`src/rtl/oam_dma_controller_if.sv`:
```
// rtl/oam_dma_controller_if.sv - CPU bus / OAM port signal bundle for the sprite DMA engine
interface oam_dma_controller_if;
    logic        clock_EN;
    logic        regWrite_EN;
    logic [7:0]  cpuData_IN;
    logic        cpuReadCycle;
    logic [7:0]  busData_IN;
    logic        cpuHalt;
    logic        dmaRead;
    logic [15:0] dmaAddress;
    logic        oamWrite;
    logic [7:0]  oamData_OUT;
    logic        dmaActive;

    // CPU-side bus decode and memory drive the requests and read data
    modport master (
        output clock_EN, regWrite_EN, cpuData_IN, cpuReadCycle, busData_IN,
        input  cpuHalt, dmaRead, dmaAddress, oamWrite, oamData_OUT, dmaActive
    );

    // the DMA engine consumes requests and owns halt, bus read and OAM write
    modport slave (
        input  clock_EN, regWrite_EN, cpuData_IN, cpuReadCycle, busData_IN,
        output cpuHalt, dmaRead, dmaAddress, oamWrite, oamData_OUT, dmaActive
    );
endinterface

```
`src/rtl/oam_dma_controller.sv`:
```
// rtl/oam_dma_controller.sv - $4014 sprite DMA: halts the CPU and copies page P into OAM (option macro OAM_DMA_ALIGN_EN)
module oam_dma_controller #(
    parameter int PAGE_BYTES = 256
) (
    input  logic                  clock,
    input  logic                  reset,
    oam_dma_controller_if.slave   bus
);
    localparam logic [7:0] LAST_INDEX = 8'(PAGE_BYTES - 1);

`ifdef OAM_DMA_ALIGN_EN
    typedef enum logic [2:0] {IDLE, HALT_WAIT, ALIGN, READ, WRITE} state_t;
`else
    typedef enum logic [2:0] {IDLE, HALT_WAIT, READ, WRITE} state_t;
`endif

    state_t     state;
    logic [7:0] page;
    logic [7:0] index;
`ifdef OAM_DMA_ALIGN_EN
    // 0 = get (read) cycle, 1 = put (write) cycle; runs freely regardless of state
    logic       parity;
`endif

    // transfer sequencer; outputs are registered alongside the state they belong to
    always_ff @(posedge clock or posedge reset) begin
        if (reset) begin
            state           <= IDLE;
            page            <= 8'd0;
            index           <= 8'd0;
`ifdef OAM_DMA_ALIGN_EN
            parity          <= 1'b0;
`endif
            bus.cpuHalt     <= 1'b0;
            bus.dmaRead     <= 1'b0;
            bus.dmaAddress  <= 16'd0;
            bus.oamWrite    <= 1'b0;
            bus.oamData_OUT <= 8'd0;
            bus.dmaActive   <= 1'b0;
        end else if (bus.clock_EN) begin
`ifdef OAM_DMA_ALIGN_EN
            parity <= ~parity;
`endif
            case (state)
                IDLE: begin
                    if (bus.regWrite_EN) begin
                        page          <= bus.cpuData_IN;
                        index         <= 8'd0;
                        state         <= HALT_WAIT;
                        bus.cpuHalt   <= 1'b1;
                        bus.dmaActive <= 1'b1;
                    end
                end
                HALT_WAIT: begin
                    // the halt only lands on a CPU read cycle; that cycle is the dummy
                    if (bus.cpuReadCycle) begin
`ifdef OAM_DMA_ALIGN_EN
                        if (!parity) begin
                            // dummy fell on a get: burn one cycle so reads land on gets
                            state <= ALIGN;
                        end else begin
                            state          <= READ;
                            bus.dmaRead    <= 1'b1;
                            bus.dmaAddress <= {page, index};
                        end
`else
                        state          <= READ;
                        bus.dmaRead    <= 1'b1;
                        bus.dmaAddress <= {page, index};
`endif
                    end
                end
`ifdef OAM_DMA_ALIGN_EN
                ALIGN: begin
                    state          <= READ;
                    bus.dmaRead    <= 1'b1;
                    bus.dmaAddress <= {page, index};
                end
`endif
                READ: begin
                    // read data is captured straight into the OAM data register
                    state           <= WRITE;
                    bus.dmaRead     <= 1'b0;
                    bus.dmaAddress  <= 16'd0;
                    bus.oamWrite    <= 1'b1;
                    bus.oamData_OUT <= bus.busData_IN;
                end
                WRITE: begin
                    index           <= index + 8'd1;
                    bus.oamWrite    <= 1'b0;
                    bus.oamData_OUT <= 8'd0;
                    if (index == LAST_INDEX) begin
                        state         <= IDLE;
                        bus.cpuHalt   <= 1'b0;
                        bus.dmaActive <= 1'b0;
                    end else begin
                        state          <= READ;
                        bus.dmaRead    <= 1'b1;
                        bus.dmaAddress <= {page, index + 8'd1};
                    end
                end
                default: begin
                    state           <= IDLE;
                    bus.cpuHalt     <= 1'b0;
                    bus.dmaRead     <= 1'b0;
                    bus.dmaAddress  <= 16'd0;
                    bus.oamWrite    <= 1'b0;
                    bus.oamData_OUT <= 8'd0;
                    bus.dmaActive   <= 1'b0;
                end
            endcase
        end
    end
endmodule

```
`src/flat_wrapper.sv`:
```
// flat-port wrapper written by rule: the top's interface ports become plain ports
module oam_dma_controller_flat 
#(
    parameter int PAGE_BYTES = 256
)
  (clock, reset, bus_clock_EN, bus_regWrite_EN, bus_cpuData_IN, bus_cpuReadCycle, bus_busData_IN, bus_cpuHalt, bus_dmaRead, bus_dmaAddress, bus_oamWrite, bus_oamData_OUT, bus_dmaActive);
  oam_dma_controller_if bus_i ();
  input  logic clock;
  input  logic reset;
  input wire logic [$bits(bus_i.clock_EN)-1:0] bus_clock_EN;
  input wire logic [$bits(bus_i.regWrite_EN)-1:0] bus_regWrite_EN;
  input wire logic [$bits(bus_i.cpuData_IN)-1:0] bus_cpuData_IN;
  input wire logic [$bits(bus_i.cpuReadCycle)-1:0] bus_cpuReadCycle;
  input wire logic [$bits(bus_i.busData_IN)-1:0] bus_busData_IN;
  output wire logic [$bits(bus_i.cpuHalt)-1:0] bus_cpuHalt;
  output wire logic [$bits(bus_i.dmaRead)-1:0] bus_dmaRead;
  output wire logic [$bits(bus_i.dmaAddress)-1:0] bus_dmaAddress;
  output wire logic [$bits(bus_i.oamWrite)-1:0] bus_oamWrite;
  output wire logic [$bits(bus_i.oamData_OUT)-1:0] bus_oamData_OUT;
  output wire logic [$bits(bus_i.dmaActive)-1:0] bus_dmaActive;
  assign bus_i.clock_EN = bus_clock_EN;
  assign bus_i.regWrite_EN = bus_regWrite_EN;
  assign bus_i.cpuData_IN = bus_cpuData_IN;
  assign bus_i.cpuReadCycle = bus_cpuReadCycle;
  assign bus_i.busData_IN = bus_busData_IN;
  assign bus_cpuHalt = bus_i.cpuHalt;
  assign bus_dmaRead = bus_i.dmaRead;
  assign bus_dmaAddress = bus_i.dmaAddress;
  assign bus_oamWrite = bus_i.oamWrite;
  assign bus_oamData_OUT = bus_i.oamData_OUT;
  assign bus_dmaActive = bus_i.dmaActive;
  oam_dma_controller #(.PAGE_BYTES(PAGE_BYTES)) u_core (.clock(clock), .reset(reset), .bus(bus_i));
endmodule
```
`config.mk`:
```
export PLATFORM = sky130hd
export DESIGN_NAME = oam_dma_controller_flat
export DESIGN_NICKNAME = d
export VERILOG_FILES = /design/src/rtl/oam_dma_controller_if.sv /design/src/rtl/oam_dma_controller.sv /design/src/flat_wrapper.sv
export SDC_FILE = /design/constraint.sdc
export NUM_CORES = 1
export LEC_CHECK = 0
export ABC_AREA = 1
export BUFFER_PORTS_ARGS = -buffer_cell sky130_fd_sc_hd__buf_4
export CAP_MARGIN = 5
export CORE_ASPECT_RATIO = 1.1
export CORE_MARGIN = 2
export CORE_UTILIZATION = 57
export CTS_CLUSTER_SIZE = 20
export DETAILED_ROUTE_END_ITERATION = 8
export PLACE_DENSITY = 0.84
export SYNTH_ARGS = -nofsm -noshare
export SYNTH_HDL_FRONTEND = slang
export SYNTH_SLANG_ARGS = --single-unit
export TNS_END_PERCENT = 50
```
`constraint.sdc`:
```
create_clock -name clock -period 3.18 [get_ports clock]
set_clock_uncertainty 0.1 [all_clocks]
set_input_delay 0.318 -clock clock [delete_from_list [all_inputs] [get_ports clock]]
set_output_delay 0.318 -clock clock [all_outputs]
set_load 0.03 [all_outputs]
```
==> flow_metrics.env <==
export IMPL_status="finished clean"
export IMPL_synthesis_area_mm2=0.002162
export IMPL_crit_top_cell="nand2_1"
export IMPL_fin_nets=315
export IMPL_netlist_top_cells_count="nand2_1 (83), dfrtp_1 (45), o21ai_0 (24)"
export IMPL_clockBufferDepth=2
export IMPL_ir_drop_v=0.0004374
export IMPL_vias_per_cell=5.094
export IMPL_yosysSeqAreaShare=0.5208
export IMPL_drtAntennaViolNets=0
export IMPL_die_area_mm2=0.004302
export IMPL_crit_fanout=27
export IMPL_crit_arrival_ps=2220
export IMPL_synth_ff_type="dfrtp_1"
export IMPL_wl_um=4461
export IMPL_slew_headroom=0.3718
export IMPL_syn_inst=243
export IMPL_cp_slowest_cell="ha_1"
export IMPL_io_pins=49
export IMPL_synth_top_cell_area_share=0.5208
export IMPL_rsz0062_at_grt="false"
export IMPL_syn_nets=269
export IMPL_dieHeight_um=68.60
export IMPL_crit_path_start_kind="register"
export IMPL_slowest_delay_ps=680
export IMPL_total_power_w=0.002282
export IMPL_drt_iter0_markers=104
export IMPL_hold_viol=0
export IMPL_gr_usage_all_layers=0.2274
export IMPL_grt_pass1_wl_um=7500
export IMPL_dp_hpwl_um=3270
export IMPL_crit_path_end_kind="register"
export IMPL_cts_num_sinks=45
export IMPL_drive_above_1_share=0.2690
export IMPL_synth_distinct_cells=25
export IMPL_syn_to_final_growth_pct=20.02
export IMPL_routedWlPerCell_um=13.12
export IMPL_io_buffers=48
export IMPL_synthTopCellsByArea="dfrtp_1 (52%), nand2_1 (14%), o21ai_0 (5.6%)"
export IMPL_slew_violations=0
export IMPL_antenna_found_initial=0
export IMPL_rows=23
export IMPL_grt_pass1_vias=1679
export IMPL_overflow=0
export IMPL_yosys_register_bits=45
export IMPL_yosysMostFrequentCell="nand2_1"
export IMPL_gp_congestion=0.8956
export IMPL_vias=1732
export IMPL_power_leakage_nw=1.346
export IMPL_post_cts_buffers=0
export IMPL_postSynth_asyncResetShare=1.000
export IMPL_first_pass_iters=4
export IMPL_setup_tns_final_ps=0
export IMPL_path_clk_slew_ps=80
export IMPL_grt_max_degree=28
export IMPL_htreeDepth=2
export IMPL_critPathRequiredTime_ps=3280
export IMPL_antenna_cells=0
export IMPL_fp_dieW_um=62.72
export IMPL_yosysTopAreaCell="dfrtp_1"
export IMPL_tightestPinTransition_ps=936.5
export IMPL_min_path_type="input port to async pin"
export IMPL_holdBufCountCts=0
export IMPL_worstPathCellList="ha_1, a21oi_2, nand2_4, inv_2, nand2_1, nand2_1"
export IMPL_clock_latency_ps=300
export IMPL_fin_crit_sh=0.6667
export IMPL_p_per_area_mw_per_mm2=879.3
export IMPL_coreArea_mm2=0.003655
export IMPL_cts_root_buf="clkbuf_8"
export IMPL_max_freq_mhz=471.7
export IMPL_path_buf_inv=1
export IMPL_crit_type="register to register"
export IMPL_cts_buffers=5
export IMPL_synth_edf_count=0
export IMPL_setup_violations=0
export IMPL_cts_resized=0
export IMPL_drc=0
export IMPL_yosys_warnings=0
export IMPL_initial_core_util=0.5916
export IMPL_cts_tree="built"
export IMPL_drv_cap=0
export IMPL_cpLargestDelayFamily="adder cells"
export IMPL_min_period_ps=2120
export IMPL_syn_area_per_cell_um2=8.897
layout make-up:
cell class / count / area, um^2
well taps: 50 / 62.56
clock buffers: 8 / 80.08
repair buffers: 49 / 367.9
inverters: 17 / 63.81
fillers: 301 / 1060
multi-input cells: 171 / 894.6
flip-flops and latches: 45 / 1126
sequential cells by signal, summed over array words and instances, names as in the netlist:
name	flops
u_core.state	2
u_core.page	8
u_core.bus.oamData_OUT	8
u_core.bus.oamWrite	1
u_core.index	8
u_core.bus.dmaAddress	16
u_core.bus.dmaRead	1
u_core.bus.dmaActive	1
logic make-up (layout without fill, tap and decap cells):
logic type                 after synthesis  count (layout)  share of synthesized area
buffers and inverters                   27              74                    0.06539
adders and majority gates                5               5                    0.02894
AOI/OAI and AO/OA                       42              42                     0.1094
DFF                                     45              45                     0.5208
muxes                                    9               9                    0.04688
and+or+nand+nor                        115             115                     0.2286
cells in the final DEF, fill, tap and decap left out, types with 7 or more instances in the layout:
master	synthesis	routed
nand2_1	83	83
buf_4	1	49
dfrtp_1	45	45
o21ai_0	24	24
nand3_1	16	16
inv_1	15	14
mux2_2	9	9
nor2_1	7	7
a21oi_1	7	7
final timing paths:
kind / from / end / slack (ps) / cells past startpoint
worst max-delay path: u_core.state[0] / u_core.bus.dmaAddress[6] / 1060 / 6
worst min-delay path: reset / u_core.bus.dmaAddress[1] / 10 / 2
worst max register to register: u_core.state[0] / u_core.bus.dmaAddress[6] / 1060 / 6
worst min register to register: u_core.bus.dmaAddress[12] / u_core.bus.dmaAddress[12] / 390 / 2
max in group asynchronous: reset / u_core.bus.oamData_OUT[2] / 2260 / 3
min in group clock: bus_cpuData_IN[0] / u_core.page[0] / 150 / 2
stage by stage:
step	instance area, um^2	utilization	instances	hold slack (ps)	worst slack (ps)
2_1_floorplan	2162	-	243	358.8	1263
3_3_place_gp	2515	0.6881	332	351.3	1164
3_5_place_dp	2515	0.6881	332	366.2	1061
4_1_cts	2595	0.7100	340	43.88	1065
5_1_grt	2595	0.7100	340	60.28	828.7
6_report	2595	0.7100	340	11.87	1060
routing by layer:
layer / part of all wire / GRT usage / up-vias / wire length (um)
met3: 0.035 / 0.04870 / 14 / 156
met5: 0 / 0 / - / 0
met1: 0.44 / 0.2903 / 793 / 1980
li1: - / - / 876 / -
met2: 0.49 / 0.3723 / 49 / 2202
met4: 0.027 / 0.1194 / 0 / 121
power by group:
group	internal (W)	switching [W]	leakage (nW)
Clock	0.000156	0.000181	0.0395
Sequential	0.000769	0.000132	0.589
Combinational	0.000374	0.000670	0.717
No activity file was read; power rests on OpenSTA's default activity.
